[src/rtl/serial_lin_adder_pkg.sv]
// Shared definitions for the bit-serial adder: FSM state encoding and the
// default operand width.
package serial_lin_adder_pkg;

    localparam int DEFAULT_WIDTH = 8;

    typedef enum logic [1:0] {
        ST_IDLE = 2'd0,
        ST_RUN  = 2'd1,
        ST_DONE = 2'd2
    } state_t;

endpackage

[src/rtl/serial_lin_adder_fa_cell.sv]
// Single-bit full adder used by the serial adder, plus the shared 2-input XOR
// cell it is built from.
module xor2_cell (
    input  logic a,
    input  logic b,
    output logic y
);

    assign y = a ^ b;

endmodule

module serial_fa_cell (
    input  logic a_bit,
    input  logic b_bit,
    input  logic c_in,
    output logic s_bit,
    output logic c_out
);

    logic ab_x;

    // Sum is two cascaded XOR cells; the first stage output is reused by the carry.
    xor2_cell u_xor_ab (
        .a (a_bit),
        .b (b_bit),
        .y (ab_x)
    );

    xor2_cell u_xor_sc (
        .a (ab_x),
        .b (c_in),
        .y (s_bit)
    );

    assign c_out = (a_bit & b_bit) | (c_in & ab_x);

endmodule

[src/rtl/serial_lin_adder.sv]
// Bit-serial adder: shifts two operands LSB-first through one full-adder cell,
// registering the carry and assembling the sum word over WIDTH cycles.
module serial_lin_adder
    import serial_lin_adder_pkg::*;
#(
    parameter  int WIDTH = DEFAULT_WIDTH,
    localparam int CNT_W = $clog2(WIDTH) + 1
) (
    input  logic             clk,
    input  logic             rst,
    input  logic             start,
    input  logic [WIDTH-1:0] a,
    input  logic [WIDTH-1:0] b,
    input  logic             cin,
    output logic             busy,
    output logic             done,
    output logic [WIDTH-1:0] sum,
    output logic             cout
);

    state_t             state_q;
    state_t             state_d;
    logic [WIDTH-1:0]   sa_q;
    logic [WIDTH-1:0]   sb_q;
    logic [WIDTH-2:0]   res_q;
    logic               carry_q;
    logic [CNT_W-1:0]   cnt_q;
    logic [WIDTH-1:0]   sum_q;
    logic               cout_q;

    logic               s_bit;
    logic               c_next;
    logic               last_bit;
    logic [WIDTH-1:0]   res_shift;

    serial_fa_cell u_fa (
        .a_bit (sa_q[0]),
        .b_bit (sb_q[0]),
        .c_in  (carry_q),
        .s_bit (s_bit),
        .c_out (c_next)
    );

    assign last_bit  = (cnt_q == CNT_W'(WIDTH - 1));
    // New bit enters at the MSB; after the final shift this is the whole sum.
    assign res_shift = {s_bit, res_q};

    always_ff @(posedge clk) begin
        if (rst) begin
            state_q <= ST_IDLE;
        end else begin
            state_q <= state_d;
        end
    end

    always_comb begin
        state_d = state_q;
        case (state_q)
            ST_IDLE: if (start)    state_d = ST_RUN;
            ST_RUN:  if (last_bit) state_d = ST_DONE;
            ST_DONE:               state_d = ST_IDLE;
            default:               state_d = ST_IDLE;
        endcase
    end

    always_ff @(posedge clk) begin
        if (rst) begin
            sa_q    <= '0;
            sb_q    <= '0;
            res_q   <= '0;
            carry_q <= 1'b0;
            cnt_q   <= '0;
            sum_q   <= '0;
            cout_q  <= 1'b0;
        end else begin
            case (state_q)
                ST_IDLE: begin
                    if (start) begin
                        sa_q    <= a;
                        sb_q    <= b;
                        carry_q <= cin;
                        cnt_q   <= '0;
                    end
                end
                ST_RUN: begin
                    sa_q    <= sa_q >> 1;
                    sb_q    <= sb_q >> 1;
                    carry_q <= c_next;
                    res_q   <= res_shift[WIDTH-1:1];
                    cnt_q   <= cnt_q + 1'b1;
                    // Outputs only ever see the completed word.
                    if (last_bit) begin
                        sum_q  <= res_shift;
                        cout_q <= c_next;
                    end
                end
                default: begin
                end
            endcase
        end
    end

    assign busy = (state_q == ST_RUN);
    assign done = (state_q == ST_DONE);
    assign sum  = sum_q;
    assign cout = cout_q;

endmodule

[config.mk]
export PLATFORM = sky130hd
export DESIGN_NAME = serial_lin_adder
export DESIGN_NICKNAME = d
export VERILOG_FILES = /design/src/rtl/serial_lin_adder_pkg.sv /design/src/rtl/serial_lin_adder_fa_cell.sv /design/src/rtl/serial_lin_adder.sv
export SDC_FILE = /design/constraint.sdc
export NUM_CORES = 1
export LEC_CHECK = 0
export CORE_UTILIZATION = 46
export DETAILED_ROUTE_END_ITERATION = 16
export GPL_ROUTABILITY_DRIVEN = 0
export PLACE_DENSITY = 0.75
export SYNTH_ARGS = -nofsm -noshare
export SYNTH_HDL_FRONTEND = slang
export SYNTH_SLANG_ARGS = --single-unit
[constraint.sdc]
create_clock -name clk -period 1.1 [get_ports clk]
set_input_delay 0.22 -clock clk [delete_from_list [all_inputs] [get_ports clk]]
set_output_delay 0.22 -clock clk [all_outputs]
set_load 0.01 [all_outputs]
[After elaboration in Yosys (flattened, before gate mapping)]
Cells that the tools add are included.
Widths: inputs -> output; s select.
Operators by class
  add/sub/neg operators: 1
  multipliers: 0
  div/mod/pow operators: 0
  $lt $le $gt $ge: 0
  equality and inequality tests: 5
  shift operators: 0
  multiplexer cells: 11
  bitwise logic cells: 5
  reduce and logical (&&, ||, !) cells: 5
Operators by type and width (count)
  $pmux 8 s2: 2
  $mux 8: 2
  $pmux 4 s2: 1
  $reduce_and 2->1: 3
  $add 4x1->4 const B: 1
  $eq 4x3->1 const B: 1
  $mux 2: 2
  $mux 4: 1
  $pmux 2 s2: 1
  $and 1x1->1: 2
  $eq 2x1->1 const B: 1
  $eq 2x2->1 const B: 1
  $logic_not 2->1: 1
  $ne 2x1->1 const B: 1
  $ne 2x2->1 const B: 1
  $pmux 1 s2: 1
  $reduce_bool 2->1: 1
  $xor 1x1->1: 2
  $mux 1: 1
  $or 1x1->1: 1
Storage, ports and cells
  bits in registers: 39
  latch bits: 0
  bits in writable memories: 0
  bits in read-only memories: 0
  input port bits: 20
  memories kept: 0

[Logic depth before layout (Yosys ltp)]
Gate-level depths: netlist of run 1.
  depth after elaboration: 4
  gate-level depth with buffers: 7
  gate-level depth less buffers: 4

[Cells and area by module]
A second synthesis of run 1 with hierarchy kept.
Second synthesis, totals
  cell total of the unflattened synthesis: 193
  area, all modules: 1716.6 um^2
By module, submodules not included
  serial_lin_adder: times used 1, cells an instance 190, area an instance 1690.4 um^2, seq. area each 780.7 um^2
  xor2_cell: times used 2, cells an instance 1, area an instance 8.8 um^2, seq. area each 0.0 um^2
  serial_fa_cell: times used 1, cells an instance 1, area an instance 8.8 um^2, seq. area each 0.0 um^2

[Worst setup path before layout of run 1]
No wires, ideal clock.
  kind: register to register
  start: reg state_q[0]
  end: reg sum_q[2], in the netlist sum[2]
  setup time: 0.132 ns
  arrival time: 1.044 ns
  required time: 0.968 ns
  slack: -0.076 ns
  cell stages (with the launch flop): 7
  buffers on the path: 3
  clock period less this slack: 1.176 ns
  cell sequence: dfxtp_1 -> buf_6 -> nand2b_4 -> buf_6 -> buf_2 -> o31ai_1 -> a21oi_1
On the way
  word-level cells in the longest chain between the ends: 2
RTL lines
  start: declaration: line serial_lin_adder.sv:21  | state_t state_q;
  start signal: assignment: line serial_lin_adder.sv:52  | state_q <= state_d;
  $eq 2x1->1: line serial_lin_adder.sv:76  | case (state_q)
  $reduce_and 2->1 (no source line)
  end signal: assignment: line serial_lin_adder.sv:93  | sum_q <= res_shift;
  end: declaration: line serial_lin_adder.sv:28  | logic [WIDTH-1:0] sum_q;
No other way between the ends.
A chain may end at the register's enable or synchronous reset.

[Final worst setup path of run 1]
  start: reg state_q[1]
  end: reg sb_q[1]
On the way
  word-level cells in the longest chain between the ends: 3
RTL lines
  $eq 2x1->1 / $logic_not 2->1 (equally long branches): line serial_lin_adder.sv:76
  $reduce_bool 2->1 (no source line) / $ne 2x2->1 (equally long branches)
  $reduce_and 2->1 (no source line)
  end signal: assignment: line serial_lin_adder.sv:87  | sb_q <= sb_q >> 1;
  end: declaration: line serial_lin_adder.sv:24  | logic [WIDTH-1:0] sb_q;
Parallel ways exist; a longest one is shown, timed or not.

==> results of run 1 <==
## layer usage
layer  global-route usage  routed length (um)  up-vias
li1                     -                   -      807
met1               0.2739                2030      844
met2               0.4134                2738       59
met3              0.06418                 254       11
met4              0.06984                  95        0
met5                    0                   0        -
## tightest hold or removal path, delay by kind of cell (launching register included)
family / cells / cell delay [ns]
DFF: 1 / 0.34
AOI/OAI and AO/OA: 2 / 0.11
## per-stage QoR
| step | utilization | hold slack, ns |
|---|---|---|
| floorplan | - | 0.3683 |
| global placement | 0.6261 | 0.4457 |
| detailed placement | 0.6261 | 0.4617 |
| CTS | 0.6840 | 0.4727 |
| global route | 0.7804 | 0.4808 |
| finish | 0.7804 | 0.4691 |
## worst max-delay path by stage
stage / start / end / slack (ns) / cells after the start
floorplan: state_q[1] / done / -0.01 / 3
global placement: start / sb_q[3] / -0.33 / 4
global route: cnt_q[0] / cout / -0.22 / 5
finish: state_q[1] / sb_q[1] / -0.17 / 5
detailed placement: start / sa_q[0] / -0.44 / 4
CTS: state_q[1] / sb_q[7] / -0.10 / 6
## area by class of cell
type,instances,area [um2],share of cell area
multi-input combinational,130,1107,0.4186
timing repair buffer,66,610.6,0.2308
clock buffer,6,41.29,0.01561
inverter,3,13.76,0.005203
clock inverter,2,12.51,0.004730
tap,46,57.56,0.02176
sequential,39,802.0,0.3032
## cell usage after synthesis, drive strengths merged (2+ instances only)
cell | number | share of area
o22ai | 9 | 0.034
nand2b | 2 | 0.012
nand2 | 19 | 0.043
nand3 | 11 | 0.033
a211oi | 17 | 0.077
nor2 | 26 | 0.059
dfxtp | 39 | 0.47
clkbuf | 5 | 0.011
a21oi | 17 | 0.051
inv | 3 | 0.0068
o2bb2ai | 6 | 0.032
o31ai | 9 | 0.041
buf | 12 | 0.056
a22oi | 3 | 0.014
## flip-flops by register name, summed over array words and instances, names as in the netlist
| name | cells |
|---|---|
| carry_q | 1 |
| res_q | 7 |
| state_q | 2 |
| cout | 1 |
| sb_q | 8 |
| sa_q | 8 |
| cnt_q | 4 |
| sum | 8 |
## repair_timing
item,4_1_cts,5_1_grt
pin swaps,20,18
gates resized for setup,80,60
gates cloned,2,2
setup buffers,5,4
setup endpoints to repair,43,35
## power by group through the flow
stage               Combinational [mW]  Sequential (mW)  Clock, mW
detailed placement               0.383             1.55          0
floorplan                        0.251             1.54          0
CTS                              0.437             1.53      0.732
global placement                 0.371             1.55          0
finish                           0.567             1.55      0.749
global route                     0.599             1.55      0.816
## cell families (layout without fill, tap and decap cells)
group | after synthesis | in the layout | synth area share
adder cells (fa/ha/maj) | 2 | 2 | 0.01967
buffers and inverters | 20 | 77 | 0.07413
flip-flops | 39 | 39 | 0.4720
AND/OR/NAND/NOR | 62 | 62 | 0.1649
AO/OA/AOI/OAI | 65 | 66 | 0.2693
==> impl_metrics.json, run 1 <==
{
  "status": "finished, violations left",
  "violations": "setup timing",
  "timing.setup.tns_ns": -3.609,
  "skew_ns": 0.01354,
  "hold_end": "sum[2]",
  "grt_pass1_vias": 1484,
  "grt_remaining_overflow": 0,
  "slew_violations": 0,
  "io_pins": 31,
  "relSlewSlack": 0.6953,
  "reg2reg_from": "state_q[1]",
  "crit_family": "compound AO/OA/AOI/OAI gates",
  "core_um2": 3390,
  "critPathLaunchType": "flop",
  "holdBufCountCts": 0,
  "syn_to_final_growth_pct": 59.91,
  "avgSynthCellArea_um2": 8.798,
  "drt-total-wl_mm": 5.119,
  "clk_latency_ns": 0.36,
  "fillerInstances": 209,
  "hold_viol": 0,
  "path_buf_inv": 2,
  "netlist_area_um2": 1654,
  "cts_root_buf": "clkbuf_4",
  "dr.first_iter.drc_count": 118,
  "finalSetupViolations": 34,
  "dpl_cell_area_um2": 2122,
  "cts.clk_slew.worst_paths_ns": 0.13,
  "period_needed_ns": 1.268,
  "path_cells": "buf_4 > buf_6 > o21ba_4 > nor2_4 > a211oi_2",
  "hp-class": "flop to flop",
  "clock_tree.htree_level_count": 2,
  "synthArstFlopShare": 0,
  "layout-drive-gt1-share": 0.5528,
  "grt_max_degree": 26,
  "dp.cells": 272,
  "die_w_um": 61.97,
  "first_pass_iters": 4,
  "slowest_delay_ns": 0.35,
  "initial_utilization": 0.4880,
  "clock_path_buffers": 2,
  "switching_power_mw": 0.8480,
  "yosysWarnings": 0,
  "finalPower_mw": 2.863,
  "dpl_worst_slack_ns": -0.4350,
  "rrSetupSlack_ns": -0.17,
  "setup_slack_ns": -0.1684,
  "fmax_mhz": 788.4,
  "port_buffers": 30,
  "hpwl_mm": 2.613,
  "r2r_cells": 5,
  "reg2reg_to": "sb_q[1]",
  "timing.final.crit_share": 1.153,
  "die_y_um": 61.97,
  "viasPerCell": 5.894,
  "final_cell_mix": "buf_4, dfxtp_1, clkdlybuf4s50_1",
  "grt_setup_unrepaired": "true",
  "combPwrFrac": 0.198,
  "cp_slowest_cell": "dfxtp_2",
  "min_from": "sum[2]",
  "die_area_um2": 3840,
  "sw_frac_of_total": 0.2962,
  "avgRoutedWirePerCell_um": 17.53,
  "min_path_cells": 2,
  "vias": 1721,
  "arrival_ns": 1.56,
  "p_leak_nw": 0.9714,
  "worstMarginPinSlew_ns": 0.4563,
  "cap_violations": 0,
  "crit_fanout": 8,
  "synth_cells": 188,
  "cts_buffers": 5,
  "finalNonFillerCells": 292,
  "intPower_mw": 2.015,
  "final_common_cell": "buf_4",
  "seqPwrFrac": 0.541,
  "vdd_drop_max_uv": 693.4,
  "power.density_nw_per_um2": 1083,
  "ys_seq_elements": 39,
  "fin_nets": 267,
  "grt_util_all_layers": 0.2337,
  "drc_errors": 0,
  "antenna_found_initial": 0,
  "criticalPathCategory": "flop to flop",
  "end_kind": "flop",
  "cts_tree": "done",
  "p_clk_frac": 0.261,
  "syn_nets": 210,
  "netlist-cell-type-count": 29,
  "fin_area_um2": 2645,
  "synth_edf_count": 0,
  "ant_nets": 0,
  "yosysSeqAreaShare": 0.4720,
  "worstPathRequired_ns": 1.39,
  "cts.sinks": 39,
  "n_antenna_cell": 0,
  "rows": 21,
  "grt_pass1_wl_mm": 6.555,
  "ys_dominant_reg_cell": "dfxtp_1"
}
Note: power is estimated with default switching activity, not from simulation.
==> run 2, diff against run 1 <==
--- a/config.mk
+++ b/config.mk
@@ -5,10 +5,11 @@
 export SDC_FILE = /design/constraint.sdc
 export NUM_CORES = 1
 export LEC_CHECK = 0
-export CORE_UTILIZATION = 46
+export CAP_MARGIN = 5
+export CORE_UTILIZATION = 50
 export DETAILED_ROUTE_END_ITERATION = 16
 export GPL_ROUTABILITY_DRIVEN = 0
-export PLACE_DENSITY = 0.75
+export PLACE_DENSITY = 0.77
 export SYNTH_ARGS = -nofsm -noshare
 export SYNTH_HDL_FRONTEND = slang
 export SYNTH_SLANG_ARGS = --single-unit
==> constraint.sdc (replaced) <==
create_clock -name clk -period 1.2 [get_ports clk]
set_input_delay 0.24 -clock clk [delete_from_list [all_inputs] [get_ports clk]]
set_output_delay 0.24 -clock clk [all_outputs]
set_load 0.01 [all_outputs]
==> impl_metrics.json, run 2 (same netlist as run 1, synthesis figures left out) <==
{
  "final_common_cell": "dfxtp_1",
  "fillerInstances": 231,
  "fin_nets": 254,
  "grt_max_degree": 25,
  "cp_slowest_cell": "dfxtp_4",
  "dr.first_iter.drc_count": 79,
  "drt-total-wl_mm": 4.527,
  "power.density_nw_per_um2": 1168,
  "top_usage_layer": "met2",
  "period_needed_ns": 1.273,
  "relSlewSlack": 0.7741,
  "grt_remaining_overflow": 0,
  "viasPerCell": 5.859,
  "ant_nets": 0,
  "cts_root_buf": "clkbuf_4",
  "setup_slack_ns": -0.07301,
  "cts.clk_slew.worst_paths_ns": 0.12,
  "rows": 20,
  "skew_ns": 0.007283,
  "vias": 1623,
  "dpl_cell_area_um2": 2093,
  "criticalPathCategory": "flop to primary output",
  "grt_setup_unrepaired": "true",
  "die_w_um": 59.52,
  "p_clk_frac": 0.338,
  "holdBufCountCts": 0,
  "worstPathRequired_ns": 0.96,
  "cts.sinks": 39,
  "hold_viol": 0,
  "core_um2": 3103,
  "antenna_found_initial": 0,
  "hpwl_mm": 2.635,
  "grt_pass1_wl_mm": 6.706,
  "fin_area_um2": 2351,
  "slew_violations": 0,
  "io_pins": 31,
  "arrival_ns": 1.03,
  "port_buffers": 30,
  "fmax_mhz": 785.5,
  "n_antenna_cell": 0,
  "syn_to_final_growth_pct": 42.13,
  "timing.final.crit_share": 1.061,
  "final_cell_mix": "dfxtp_1, nor2_1, nand2_1, clkdlybuf4s50_1, buf_4",
  "crit_fanout": 4,
  "end_kind": "primary output",
  "gr-usage-met1": 0.3147,
  "p_leak_nw": 0.8781,
  "drc_errors": 0,
  "cap_violations": 0,
  "vdd_drop_max_uv": 742.9,
  "slowest_delay_ns": 0.39,
  "clock_path_buffers": 2,
  "seqPwrFrac": 0.510,
  "avgRoutedWirePerCell_um": 16.34,
  "clock_tree.htree_level_count": 2,
  "intPower_mw": 2.058,
  "cts_tree": "done",
  "status": "finished, violations left",
  "initial_utilization": 0.5331,
  "cts_buffers": 5,
  "path_cells": "inv_1 > nor2_1 > buf_2",
  "violations": "setup timing",
  "grtUsageMet2": 0.4222,
  "die_area_um2": 3542,
  "timing.setup.tns_ns": -0.2027,
  "first_pass_iters": 4,
  "hp-class": "flop to flop",
  "grt_util_all_layers": 0.2542,
  "worstMarginPinSlew_ns": 0.3382,
  "finalSetupViolations": 5,
  "die_y_um": 59.52,
  "switching_power_mw": 0.6894,
  "critPathLaunchType": "flop",
  "grt_pass1_vias": 1527,
  "clk_latency_ns": 0.34,
  "combPwrFrac": 0.152,
  "sw_frac_of_total": 0.2510,
  "met3_usage": 0.05895,
  "layout-drive-gt1-share": 0.3648
}
## run 2: cell types whose count changed in the layout (fill, tap and decap cells not counted), sizes merged
cell,change
buf,-21
clkbuf,+8
bufinv,+1
clkinvlp,-1
## run 2: layer usage
metal / vias to the layer above / wire [um]
li1: 774 / -
met1: 773 / 1864
met2: 68 / 2312
met3: 8 / 298
met4: 0 / 53
met5: - / 0
## run 2: power by group through the flow
stage	Combinational, mW	Sequential, mW	Clock [mW]
4_1_cts	0.373	1.39	0.939
3_5_place_dp	0.356	1.42	0
6_report	0.418	1.40	0.928
3_3_place_gp	0.347	1.42	0
2_1_floorplan	0.220	1.41	0
5_1_grt	0.445	1.41	1.00
## run 2: repair_timing
| action | in CTS | in global routing |
|---|---|---|
| buffers inserted | 1 | 2 |
| gates cloned | 1 | 0 |
| setup endpoints to repair | 42 | 44 |
| pin swaps | 4 | 14 |
| gates resized for setup | 43 | 45 |
## run 2: path summary, 6_finish.rpt
kind	from	to	slack, ns	cells past startpoint
worst max register to register	state_q[1]	sum[5]	-0.03	4
worst max-delay path	state_q[1]	done	-0.07	3
worst min-delay path	res_q[0]	sum[0]	0.47	2
worst min register to register	res_q[0]	sum[0]	0.47	2
## run 2: critical path: cells and delay by family (launching register included)
family / cells / cell delay, ns
buffers and inverters: 2 / 0.20
and+or+nand+nor: 1 / 0.10
DFF: 1 / 0.39
## run 2: area by class of cell
class / count / area [um2] / area share
inverters: 3 / 11.26 / 0.004790
flip-flops and latches: 39 / 803.3 / 0.3417
multi-input cells: 130 / 919.6 / 0.3912
well taps: 44 / 55.05 / 0.02342
clock buffers: 6 / 51.30 / 0.02182
repair buffers: 53 / 475.5 / 0.2022
clock inverters: 2 / 35.03 / 0.01490
## run 2: metrics by stage
stage | cells | worst slack, ns | hold slack (ns) | total power, mW | utilization
2_1_floorplan | 188 | 0.02382 | 0.3883 | 1.633 | -
3_3_place_gp | 266 | -0.3188 | 0.4450 | 1.768 | 0.6746
3_5_place_dp | 266 | -0.3518 | 0.4540 | 1.780 | 0.6746
5_1_grt | 277 | -0.1292 | 0.4676 | 2.852 | 0.7577
6_report | 277 | -0.07301 | 0.4653 | 2.747 | 0.7577
4_1_cts | 275 | -0.08706 | 0.4697 | 2.707 | 0.7198
==> run 3, diff against run 2 <==
--- a/config.mk
+++ b/config.mk
@@ -6,10 +6,11 @@
 export NUM_CORES = 1
 export LEC_CHECK = 0
 export CAP_MARGIN = 5
-export CORE_UTILIZATION = 50
+export CORE_UTILIZATION = 35
 export DETAILED_ROUTE_END_ITERATION = 16
+export DONT_BUFFER_PORTS = 1
 export GPL_ROUTABILITY_DRIVEN = 0
-export PLACE_DENSITY = 0.77
+export SLEW_MARGIN = 20
 export SYNTH_ARGS = -nofsm -noshare
 export SYNTH_HDL_FRONTEND = slang
 export SYNTH_SLANG_ARGS = --single-unit
==> impl_metrics.json, run 3 (same netlist as run 1, synthesis figures left out) <==
{
  "status": "finished, violations left",
  "violations": "setup timing",
  "die_w_um": 70.75,
  "dr.first_iter.drc_count": 88,
  "hpwl_mm": 2.383,
  "path_cells": "nand2b_4 > clkinv_8",
  "critPathLaunch": "state_q[1]",
  "io_pins": 31,
  "die_area_um2": 5005,
  "die_y_um": 70.75,
  "cap_violations": 0,
  "grt_setup_unrepaired": "true",
  "vias": 1422,
  "clk_latency_ns": 0.29,
  "clock_tree.htree_level_count": 2,
  "initial_utilization": 0.3722,
  "grt_max_degree": 40,
  "hold_end": "sb_q[3]",
  "cp.depth": 2,
  "post-route-util": 0.4623,
  "grtUsageMet2": 0.2553,
  "grt_pass1_wl_mm": 6.313,
  "worstMarginPinSlew_ns": 0.2617,
  "top_usage_layer": "met2",
  "viasPerCell": 5.621,
  "fin_nets": 222,
  "n_antenna_cell": 0,
  "hold_viol": 0,
  "critPathLaunchType": "flop",
  "min_from": "rst",
  "core_um2": 4444,
  "dpl_cell_area_um2": 1753,
  "avgRoutedWirePerCell_um": 15.35,
  "crit_fanout": 10,
  "switching_power_mw": 0.6559,
  "end_kind": "primary output",
  "cts_tree": "done",
  "finalSetupViolations": 2,
  "worstPathRequired_ns": 0.96,
  "fillerInstances": 432,
  "reg2reg_from": "state_q[1]",
  "met3_usage": 0.04986,
  "drc_errors": 0,
  "p_leak_nw": 0.7281,
  "antenna_found_initial": 0,
  "final_common_cell": "dfxtp_1",
  "cts_root_buf": "clkbuf_8",
  "period_needed_ns": 1.219,
  "drt-total-wl_mm": 3.884,
  "rows": 24,
  "syn_to_final_growth_pct": 24.21,
  "timing.final.crit_share": 1.016,
  "combPwrFrac": 0.105,
  "hp-class": "input port to flop",
  "dp.cells": 239,
  "slowest_delay_ns": 0.37,
  "first_pass_iters": 4,
  "grt_remaining_overflow": 0,
  "vdd_drop_max_uv": 791.7,
  "cts_buffers": 5,
  "arrival_ns": 0.98,
  "cts.sinks": 39,
  "cp_slowest_cell": "dfxtp_4",
  "final_cell_mix": "dfxtp_1, nor2_1, nand2_1",
  "seqPwrFrac": 0.494,
  "rrSetupSlack_ns": -0.02,
  "cts.clk_slew.worst_paths_ns": 0.07,
  "grt_util_all_layers": 0.1575,
  "sw_frac_of_total": 0.2319,
  "slew_violations": 0,
  "fin_area_um2": 2054,
  "crit_family": "flip-flops",
  "r2r_cells": 4,
  "power.density_nw_per_um2": 1376,
  "clock_path_buffers": 2,
  "finalNonFillerCells": 253,
  "ant_nets": 0,
  "grt_pass1_vias": 1374,
  "gr-usage-met1": 0.1979,
  "min_path_cells": 1,
  "skew_ns": 0.009763,
  "fmax_mhz": 820.1,
  "reg2reg_to": "cnt_q[3]",
  "layout-drive-gt1-share": 0.2587,
  "setup_slack_ns": -0.01944,
  "p_clk_frac": 0.402,
  "port_buffers": 0,
  "criticalPathCategory": "flop to primary output",
  "path_buf_inv": 1,
  "intPower_mw": 2.172,
  "relSlewSlack": 0.8253
}
-- run 3: cell count changes in the layout (fill, tap and decap cells not counted), sizes merged --
cell / delta
and3b: +1
dlygate4sd3: +1
clkbuf: -9
clkdlybuf4s50: -18
buf: -6
o21ba: -1
dlymetal6s2s: -1
clkinv: +1
-- run 3: timing repair --
action	4_1_cts	5_1_grt
hold buffers	0	1
resized for setup	13	24
gates cloned	0	2
hold endpoints to repair	0	4
endpoints found under the setup margin	32	13
pin swaps	1	4
buffers inserted	0	3
-- run 3: worst max path at each step --
stage | endpoint | slack (ns)
finish | busy | -0.02
detailed placement | sa_q[3] | -0.09
floorplan | sum[2] | 0.02
global route | busy | -0.07
CTS | busy | -0.04
global placement | cout | -0.07
-- run 3: worst reg2reg max path, delay by kind of cell, from the launching register on --
kind / cells / cell delay (ns)
AO/OA/AOI/OAI: 1 / 0.12
flip-flops: 1 / 0.36
buffers and inverters: 1 / 0.16
AND/OR/NAND/NOR: 2 / 0.51
-- run 3: final cells by class --
| type | count | area [um2] | share of cell area |
|---|---|---|---|
| Timing Repair Buffer | 20 | 185.2 | 0.09013 |
| Sequential cell | 39 | 792.0 | 0.3855 |
| Timing Repair inverter | 1 | 8.758 | 0.004263 |
| Multi-Input combinational cell | 130 | 862.1 | 0.4196 |
| Inverter | 3 | 23.77 | 0.01157 |
| Tap cell | 52 | 65.06 | 0.03167 |
| Clock buffer | 6 | 82.58 | 0.04019 |
| Clock inverter | 2 | 35.03 | 0.01705 |
-- run 3: metrics by stage --
| step | TNS [ns] | power, mW | setup WS, ns | hold slack (ns) |
|---|---|---|---|---|
| after detailed placement | -1.355 | 1.676 | -0.09281 | 0.3163 |
| after global routing | -0.1783 | 2.940 | -0.06874 | -0.0007964 |
| after floorplan | 0 | 1.633 | 0.02382 | 0.3883 |
| final | -0.03543 | 2.828 | -0.01944 | 0.01066 |
| after global placement | -0.5728 | 1.674 | -0.07404 | 0.3150 |
| after CTS | -0.03774 | 2.809 | -0.03774 | 0.006283 |
-- run 3: power groups by stage --
stage / Clock [mW] / Combinational (mW) / Sequential, mW
after global routing: 1.21 / 0.330 / 1.40
after detailed placement: 0 / 0.253 / 1.42
after floorplan: 0 / 0.220 / 1.41
after CTS: 1.15 / 0.263 / 1.39
after global placement: 0 / 0.251 / 1.42
final: 1.14 / 0.295 / 1.40
-- run 3: routing by layer --
metal | vias up | wire (um)
met3 | 9 | 239
met5 | - | 0
met4 | 0 | 61
met1 | 664 | 1744
met2 | 42 | 1837
li1 | 707 | -
